File: config.mk
export PLATFORM = sky130hd
export DESIGN_NAME = uart_imem_loader
export DESIGN_NICKNAME = d
export VERILOG_FILES = /design/src/rtl/loader_pkg.sv /design/src/rtl/uart_rx_byte.sv /design/src/rtl/uart_imem_loader.sv
export SDC_FILE = /design/constraint.sdc
export NUM_CORES = 1
export LEC_CHECK = 0
export ABC_AREA = 1
export BUFFER_PORTS_ARGS = -buffer_cell sky130_fd_sc_hd__buf_2
export CORE_MARGIN = 3
export CORE_UTILIZATION = 28
export CTS_CLUSTER_DIAMETER = 150
export DETAILED_ROUTE_END_ITERATION = 8
export GPL_ROUTABILITY_DRIVEN = 0
export HOLD_SLACK_MARGIN = 0.12
export MAX_ROUTING_LAYER = met4
export SYNTH_ARGS = -nofsm -noshare
export SYNTH_HDL_FRONTEND = slang
export SYNTH_SLANG_ARGS = --single-unit
File: constraint.sdc
create_clock -name CLK -period 2.85 [get_ports CLK]
set_clock_uncertainty 0.15 [all_clocks]
set_input_delay 0.285 -clock CLK [delete_from_list [all_inputs] [get_ports CLK]]
set_output_delay 0.285 -clock CLK [all_outputs]
set_load 0.01 [all_outputs]
File: src/rtl/loader_pkg.sv
// Shared definitions for the UART instruction-memory loader.
// Holds the default frame marker and memory depth, and the frame FSM state type.
// The word index width comes from a helper so the top can re-derive it when the
// depth parameter is overridden.
package loader_pkg;

    localparam logic [7:0]  SYNC_BYTE_DEF = 8'hA5;
    localparam int unsigned MAX_WORDS_DEF = 14;

    // Index width for a memory of n words (at least one bit).
    function automatic int unsigned idx_width(input int unsigned n);
        return (n > 1) ? $clog2(n) : 1;
    endfunction

    localparam int unsigned WORD_IDX_W = idx_width(MAX_WORDS_DEF);

    typedef enum logic [2:0] {
        StIdle,
        StCount,
        StData,
        StWrite,
        StCheck,
        StDone,
        StErr
    } loader_state_e;

endpackage

File: src/rtl/uart_rx_byte.sv
// 8N1 UART receiver.
// Ports:
//   CLK       in   system clock, rising edge
//   rst_n     in   synchronous active-low reset
//   rx        in   asynchronous serial input, idle high
//   rx_valid  out  one-cycle pulse when a byte (and its stop bit) has been sampled
//   rx_data   out  received byte, valid with rx_valid
//   rx_ferr   out  stop bit was sampled low, valid with rx_valid
module uart_rx_byte #(
    parameter int unsigned CLKS_PER_BIT = 87
) (
    input  logic       CLK,
    input  logic       rst_n,
    input  logic       rx,
    output logic       rx_valid,
    output logic [7:0] rx_data,
    output logic       rx_ferr
);

    localparam int unsigned CNT_W = $clog2(CLKS_PER_BIT);
    localparam logic [CNT_W-1:0] HALF_M1 = CNT_W'(CLKS_PER_BIT / 2 - 1);
    localparam logic [CNT_W-1:0] FULL_M1 = CNT_W'(CLKS_PER_BIT - 1);

    typedef enum logic [1:0] {RxIdle, RxStart, RxData, RxStop} rx_state_e;

    rx_state_e        state_q;
    logic             rx_meta_q, rx_sync_q, rx_prev_q;
    logic [CNT_W-1:0] cnt_q;
    logic [2:0]       bit_q;
    logic [7:0]       shift_q;

    always_ff @(posedge CLK) begin
        if (!rst_n) begin
            rx_meta_q <= 1'b1;
            rx_sync_q <= 1'b1;
            rx_prev_q <= 1'b1;
            state_q   <= RxIdle;
            cnt_q     <= '0;
            bit_q     <= '0;
            shift_q   <= '0;
            rx_valid  <= 1'b0;
            rx_data   <= '0;
            rx_ferr   <= 1'b0;
        end else begin
            rx_meta_q <= rx;
            rx_sync_q <= rx_meta_q;
            rx_prev_q <= rx_sync_q;
            rx_valid  <= 1'b0;
            unique case (state_q)
                RxIdle: begin
                    // Falling edge only, so a line stuck low after a bad stop bit
                    // cannot retrigger.
                    if (rx_prev_q && !rx_sync_q) begin
                        state_q <= RxStart;
                        cnt_q   <= '0;
                    end
                end
                RxStart: begin
                    if (cnt_q == HALF_M1) begin
                        cnt_q <= '0;
                        bit_q <= '0;
                        // Line back high at mid start bit: treat as a glitch.
                        state_q <= rx_sync_q ? RxIdle : RxData;
                    end else begin
                        cnt_q <= cnt_q + 1'b1;
                    end
                end
                RxData: begin
                    if (cnt_q == FULL_M1) begin
                        cnt_q   <= '0;
                        shift_q <= {rx_sync_q, shift_q[7:1]};
                        bit_q   <= bit_q + 1'b1;
                        if (bit_q == 3'd7) begin
                            state_q <= RxStop;
                        end
                    end else begin
                        cnt_q <= cnt_q + 1'b1;
                    end
                end
                RxStop: begin
                    if (cnt_q == FULL_M1) begin
                        cnt_q    <= '0;
                        state_q  <= RxIdle;
                        rx_valid <= 1'b1;
                        rx_data  <= shift_q;
                        rx_ferr  <= !rx_sync_q;
                    end else begin
                        cnt_q <= cnt_q + 1'b1;
                    end
                end
                default: state_q <= RxIdle;
            endcase
        end
    end

endmodule

File: src/rtl/uart_imem_loader.sv
// Loads instruction memory from a framed UART byte stream.
// Frame: SYNC_BYTE, N, 4*N data bytes (little-endian words), XOR of the data bytes.
// Ports:
//   CLK          in   system clock, rising edge
//   rst_n        in   synchronous active-low reset
//   uart_rx      in   serial input, idle high
//   imem_we      out  one-cycle write strobe
//   imem_addr    out  word-aligned byte address, held until the next word
//   imem_wd      out  write data, held until the next word
//   prog_active  out  high while a frame is in progress (core held in reset)
//   load_done    out  sticky: last frame completed with good checksum
//   load_err     out  sticky: last frame was rejected
module uart_imem_loader
    import loader_pkg::*;
#(
    parameter int unsigned CLKS_PER_BIT = 87,
    parameter int unsigned MAX_WORDS    = MAX_WORDS_DEF,
    parameter logic [7:0]  SYNC_BYTE    = SYNC_BYTE_DEF
) (
    input  logic        CLK,
    input  logic        rst_n,
    input  logic        uart_rx,
    output logic        imem_we,
    output logic [31:0] imem_addr,
    output logic [31:0] imem_wd,
    output logic        prog_active,
    output logic        load_done,
    output logic        load_err
);

    localparam int unsigned IDX_W = idx_width(MAX_WORDS);
    localparam logic [7:0]  MAX_N = 8'(MAX_WORDS);

    logic       rx_valid;
    logic [7:0] rx_data;
    logic       rx_ferr;

    uart_rx_byte #(
        .CLKS_PER_BIT(CLKS_PER_BIT)
    ) u_rx (
        .CLK     (CLK),
        .rst_n   (rst_n),
        .rx      (uart_rx),
        .rx_valid(rx_valid),
        .rx_data (rx_data),
        .rx_ferr (rx_ferr)
    );

    loader_state_e    state_q;
    logic [IDX_W-1:0] word_idx_q;
    logic [1:0]       byte_idx_q;
    logic [7:0]       chk_q;
    logic [7:0]       count_q;
    logic [31:0]      word_q;   // assembly buffer, keeps imem_wd stable meanwhile

    logic       rx_ok, rx_bad;
    logic [7:0] words_written;

    assign rx_ok         = rx_valid && !rx_ferr;
    assign rx_bad        = rx_valid && rx_ferr;
    assign words_written = 8'(word_idx_q) + 8'd1;

    always_ff @(posedge CLK) begin
        if (!rst_n) begin
            state_q     <= StIdle;
            word_idx_q  <= '0;
            byte_idx_q  <= '0;
            chk_q       <= '0;
            count_q     <= '0;
            word_q      <= '0;
            imem_we     <= 1'b0;
            imem_addr   <= '0;
            imem_wd     <= '0;
            prog_active <= 1'b0;
            load_done   <= 1'b0;
            load_err    <= 1'b0;
        end else begin
            imem_we <= 1'b0;
            unique case (state_q)
                StIdle: begin
                    if (rx_ok && rx_data == SYNC_BYTE) begin
                        prog_active <= 1'b1;
                        load_done   <= 1'b0;
                        load_err    <= 1'b0;
                        word_idx_q  <= '0;
                        byte_idx_q  <= '0;
                        chk_q       <= '0;
                        state_q     <= StCount;
                    end
                end
                StCount: begin
                    if (rx_bad) begin
                        state_q <= StErr;
                    end else if (rx_ok) begin
                        count_q <= rx_data;
                        state_q <= (rx_data == 8'd0 || rx_data > MAX_N) ? StErr : StData;
                    end
                end
                StData: begin
                    if (rx_bad) begin
                        state_q <= StErr;
                    end else if (rx_ok) begin
                        word_q[8*byte_idx_q +: 8] <= rx_data;
                        chk_q      <= chk_q ^ rx_data;
                        byte_idx_q <= byte_idx_q + 1'b1;
                        if (byte_idx_q == 2'd3) begin
                            state_q <= StWrite;
                        end
                    end
                end
                StWrite: begin
                    imem_we    <= 1'b1;
                    imem_addr  <= 32'({word_idx_q, 2'b00});
                    imem_wd    <= word_q;
                    word_idx_q <= word_idx_q + 1'b1;
                    byte_idx_q <= '0;
                    state_q    <= (words_written == count_q) ? StCheck : StData;
                end
                StCheck: begin
                    if (rx_bad) begin
                        state_q <= StErr;
                    end else if (rx_ok) begin
                        state_q <= (rx_data == chk_q) ? StDone : StErr;
                    end
                end
                StDone: begin
                    load_done   <= 1'b1;
                    prog_active <= 1'b0;
                    state_q     <= StIdle;
                end
                StErr: begin
                    load_err    <= 1'b1;
                    prog_active <= 1'b0;
                    state_q     <= StIdle;
                end
                default: state_q <= StIdle;
            endcase
        end
    end

endmodule

==> summary by stage <==
Critical path
The launch instance of the worst register-to-register path is byte_idx_q[1]. The endpoint of the lowest-slack register-to-register path is word_q[1]. The critical path ends at word_q[1].

STA puts the critical path data required time at 3050 ps. Counting cells, the worst reg-to-reg path comes to 6. The setup path with the least slack is of type flop to flop. The worst setup path is captured at a flop. Along the worst path, the maximum fanout reaches 10.

The worst path arrival time is 2340 ps. The worst register-to-register path has a setup slack of 710 ps. The worst setup path is launched from a flop. The critical path starts at byte_idx_q[1].

Yosys
The cell area that synthesis handed to floorplanning was 5750 µm². By area the synthesized netlist is led by sky130_fd_sc_hd__dfxtp_1, sky130_fd_sc_hd__nand2_1, sky130_fd_sc_hd__a21oi_1. Counting every instance in the synthesized netlist gives 794. The top cell type's share of synthesized area is 0.452.

The Yosys warning count is 0. The largest total area in the synthesized netlist belongs to sky130_fd_sc_hd__dfxtp_1. The average footprint of a synthesized cell is 7.24 µm². The sequential fraction of the synthesis area is 0.452. After synthesis the netlist holds a flip-flop and latch count of 130. Synthesis instantiated 30 different standard cells from the library.

Detailed routing
Dividing the detail-routed via count by the number of cells gives 4.41. The number of design-rule violations left by the first detailed-router iteration is 335. After detailed routing, the total wire length is 13500 µm. The remaining design rule violation count is 0. For this run, the detailed router's first-pass iteration total came to 5. Detailed routing inserted a total of 4881 vias.

The final antenna-violating net count is 0. In the final routed layout, each cell accounts on average for 12.2 µm.

Power and ir drop
The analysis attributes to cell leakage a power of 0.00289 µW. The maximum resistive drop on vdd is 442 µV. The power per cell area is 685 nW/µm². The design draws 4630 µW.

Layout
Relative to the synthesized area, the layout overhead comes to 17.5%. The cell area after layout is 6760 µm². The repair_antennas step left the layout with diodes totalling 0. In the final layout, the share of cells above drive strength 1 is 0.114. Summing all multi-input logic gate instances after layout gives 2620 µm². At the end of the flow, the number of nets in the layout was 844. The filler cells instantiated in the layout total 2085. The area taken by flip-flops and latches is 2600 µm². The final standard cell utilization of the core is 0.341.

Timing
Setup repair after global routing left no endpoint under its margin. Subtracting the final worst setup slack from the clock period gives 2140 ps. On the final layout, the worst hold slack is 261 ps. The final sum of negative setup slack is 0 ps.

The actual transition at the worst max-transition pin is 669 ps. The relative slew slack is 0.553. The final count of hold timing violations is 0. Dividing the final minimum period by the clock period gives 0.751. Setup violations remaining at the end of the flow were counted as 0. The maximum clock frequency is 0.467 GHz. The count of final max-slew check failures is 0.

Min path
The min-delay analysis places its worst path in the category flop to flop.

Floorplanning
The floorplan step defined a core boundary enclosing 19800 µm². The initial core utilization is 0.290. The die extent in y is 149 µm. The row count is 51. The overall die area is 22300 µm². The die is 149 µm wide. For this design the top-level I/O count stands at 71.

Global routing
The number of global-route vias before repair is 4389. Summed over all layers, the global routing overflow is 0. The overall fraction of global-route tracks in use is 0.128. The number of antenna violations at the first check in global routing was 0. The wire length of the first global-routing pass is 22200 µm. Entering global routing, the biggest net connects 73 pins.

Status
The run finished with clean final reports.

Clock network
The number of setup buffers added after CTS is 0. Buffers inserted during clock tree synthesis total 17. The clock tree from TritonCTS is built.

The clock edge transition at the registers on the reported setup and hold paths is 60 ps. The H-tree depth reported by CTS is 4. CTS placed an instance of sky130_fd_sc_hd__clkbuf_16 at the clock tree root. The clock latency reported for the late side of the worst-skew pair is 420 ps. The clock passes through at most 2 buffers. The clock sink count is 130.

Run
The tool flagged a number of max-cap violations equal to 0.

Placement
The area of placed instances is 6120 µm². Buffers placed on the I/O ports in this run total 42. The wire-length estimate of the detail-placed layout is 9130 µm.
## power breakdown
part | switching [µW] | internal [µW]
Clock | 846 | 1440
Combinational | 326 | 128
Sequential | 33.8 | 1860
Total | 1210 | 3430
## critical path, cell delays in order, from the launching register on
cell	delay, ps
sky130_fd_sc_hd__dfxtp_1	390
sky130_fd_sc_hd__inv_1	110
sky130_fd_sc_hd__ha_1	400
sky130_fd_sc_hd__inv_1	220
sky130_fd_sc_hd__nand3_1	250
sky130_fd_sc_hd__or3_1	410
sky130_fd_sc_hd__a21oi_1	140
## area by class of cell
type                       instances  share of cell area
timing repair buffer              52              0.0444
clock buffer                      19              0.0670
clock inverter                    13              0.0256
inverter                          75              0.0417
sequential                       130               0.385
multi-input combinational        554               0.387
tap                              265              0.0491
## routing by layer
layer	wire length, µm	up-vias	global-route usage
li1	-	2590	-
met1	6620	2183	0.167
met2	6150	95	0.193
met3	595	13	0.0362
met4	127	0	0.0371
met5	0	-	-
## worst min path at each step
stage / startpoint / end / slack (ps) / cells past startpoint
2_1_floorplan: uart_rx / u_rx.rx_meta_q / 240 / 1
3_3_place_gp: u_rx.rx_meta_q / u_rx.rx_sync_q / 240 / 1
3_5_place_dp: u_rx.rx_meta_q / u_rx.rx_sync_q / 250 / 1
4_1_cts: u_rx.rx_meta_q / u_rx.rx_sync_q / 260 / 1
5_1_grt: u_rx.rx_meta_q / u_rx.rx_sync_q / 300 / 1
6_report: u_rx.rx_meta_q / u_rx.rx_sync_q / 260 / 1
## registers in the layout, indices dropped and copies added, names as in the netlist, 2 cells and up, named ones only
| signal | flops |
|---|---|
| word_q | 32 |
| chk_q | 8 |
| u_rx.cnt_q | 7 |
| word_idx_q | 4 |
| imem_wd | 32 |
| state_q | 3 |
| u_rx.bit_q | 3 |
| imem_addr | 4 |
| u_rx.rx_data | 8 |
| u_rx.shift_q | 8 |
| byte_idx_q | 2 |
| count_q | 8 |
## timing repair
item,4_1_cts,5_1_grt
hold buffers,1,0
endpoints found under the hold margin,1,0
gates resized for setup,0,0
## layout by cell type, fill, tap and decap left out, types with 3 or more instances in the layout
cell,netlist,routed
sky130_fd_sc_hd__or3_1,22,22
sky130_fd_sc_hd__a21oi_1,84,84
sky130_fd_sc_hd__clkinvlp_4,0,3
sky130_fd_sc_hd__xnor2_1,4,4
sky130_fd_sc_hd__nand3_1,46,46
sky130_fd_sc_hd__clkbuf_16,0,17
sky130_fd_sc_hd__ha_1,11,11
sky130_fd_sc_hd__inv_1,70,70
sky130_fd_sc_hd__dfxtp_1,130,130
sky130_fd_sc_hd__o21ai_0,74,74
sky130_fd_sc_hd__conb_1,1,28
sky130_fd_sc_hd__inv_6,0,4
sky130_fd_sc_hd__buf_4,28,8
sky130_fd_sc_hd__buf_2,5,42
sky130_fd_sc_hd__nand2_1,146,146
sky130_fd_sc_hd__inv_2,5,5
sky130_fd_sc_hd__nor2_1,110,110
sky130_fd_sc_hd__bufinv_16,0,3
sky130_fd_sc_hd__nor3_1,9,9
sky130_fd_sc_hd__nand4_1,7,7
## cell families after synthesis
family,count (synthesis),synth area share
buffers and inverters,137,0.111
AND/OR/NAND/NOR,348,0.261
adder cells (fa/ha/maj),11,0.0239
other,1,0.000652
XOR/XNOR,6,0.00914
AO/OA/AOI/OAI,161,0.142
flip-flops,130,0.452
## synthesized netlist by cell type (all sizes together)
master,instances
xnor2,4
inv,75
clkbuf,24
nand3b,1
a21oi,85
o21ai,74
conb,1
nand2,147
nor4,1
o21bai,1
nor3,10
or3,22
o31ai,1
buf,38
nand3,47
nor2,111
xor2,2
ha,11
or2,2
nand4,7
dfxtp,130
## through the flow
| step | cells | setup slack (ps) |
|---|---|---|
| 6_report | 1108 | 710 |
| 5_1_grt | 1108 | 492 |
| 4_1_cts | 1108 | 711 |
| 3_5_place_dp | 1075 | 715 |
| 3_3_place_gp | 1075 | 793 |
| 2_1_floorplan | 821 | 585 |
No activity file was read; power rests on OpenSTA's default activity.
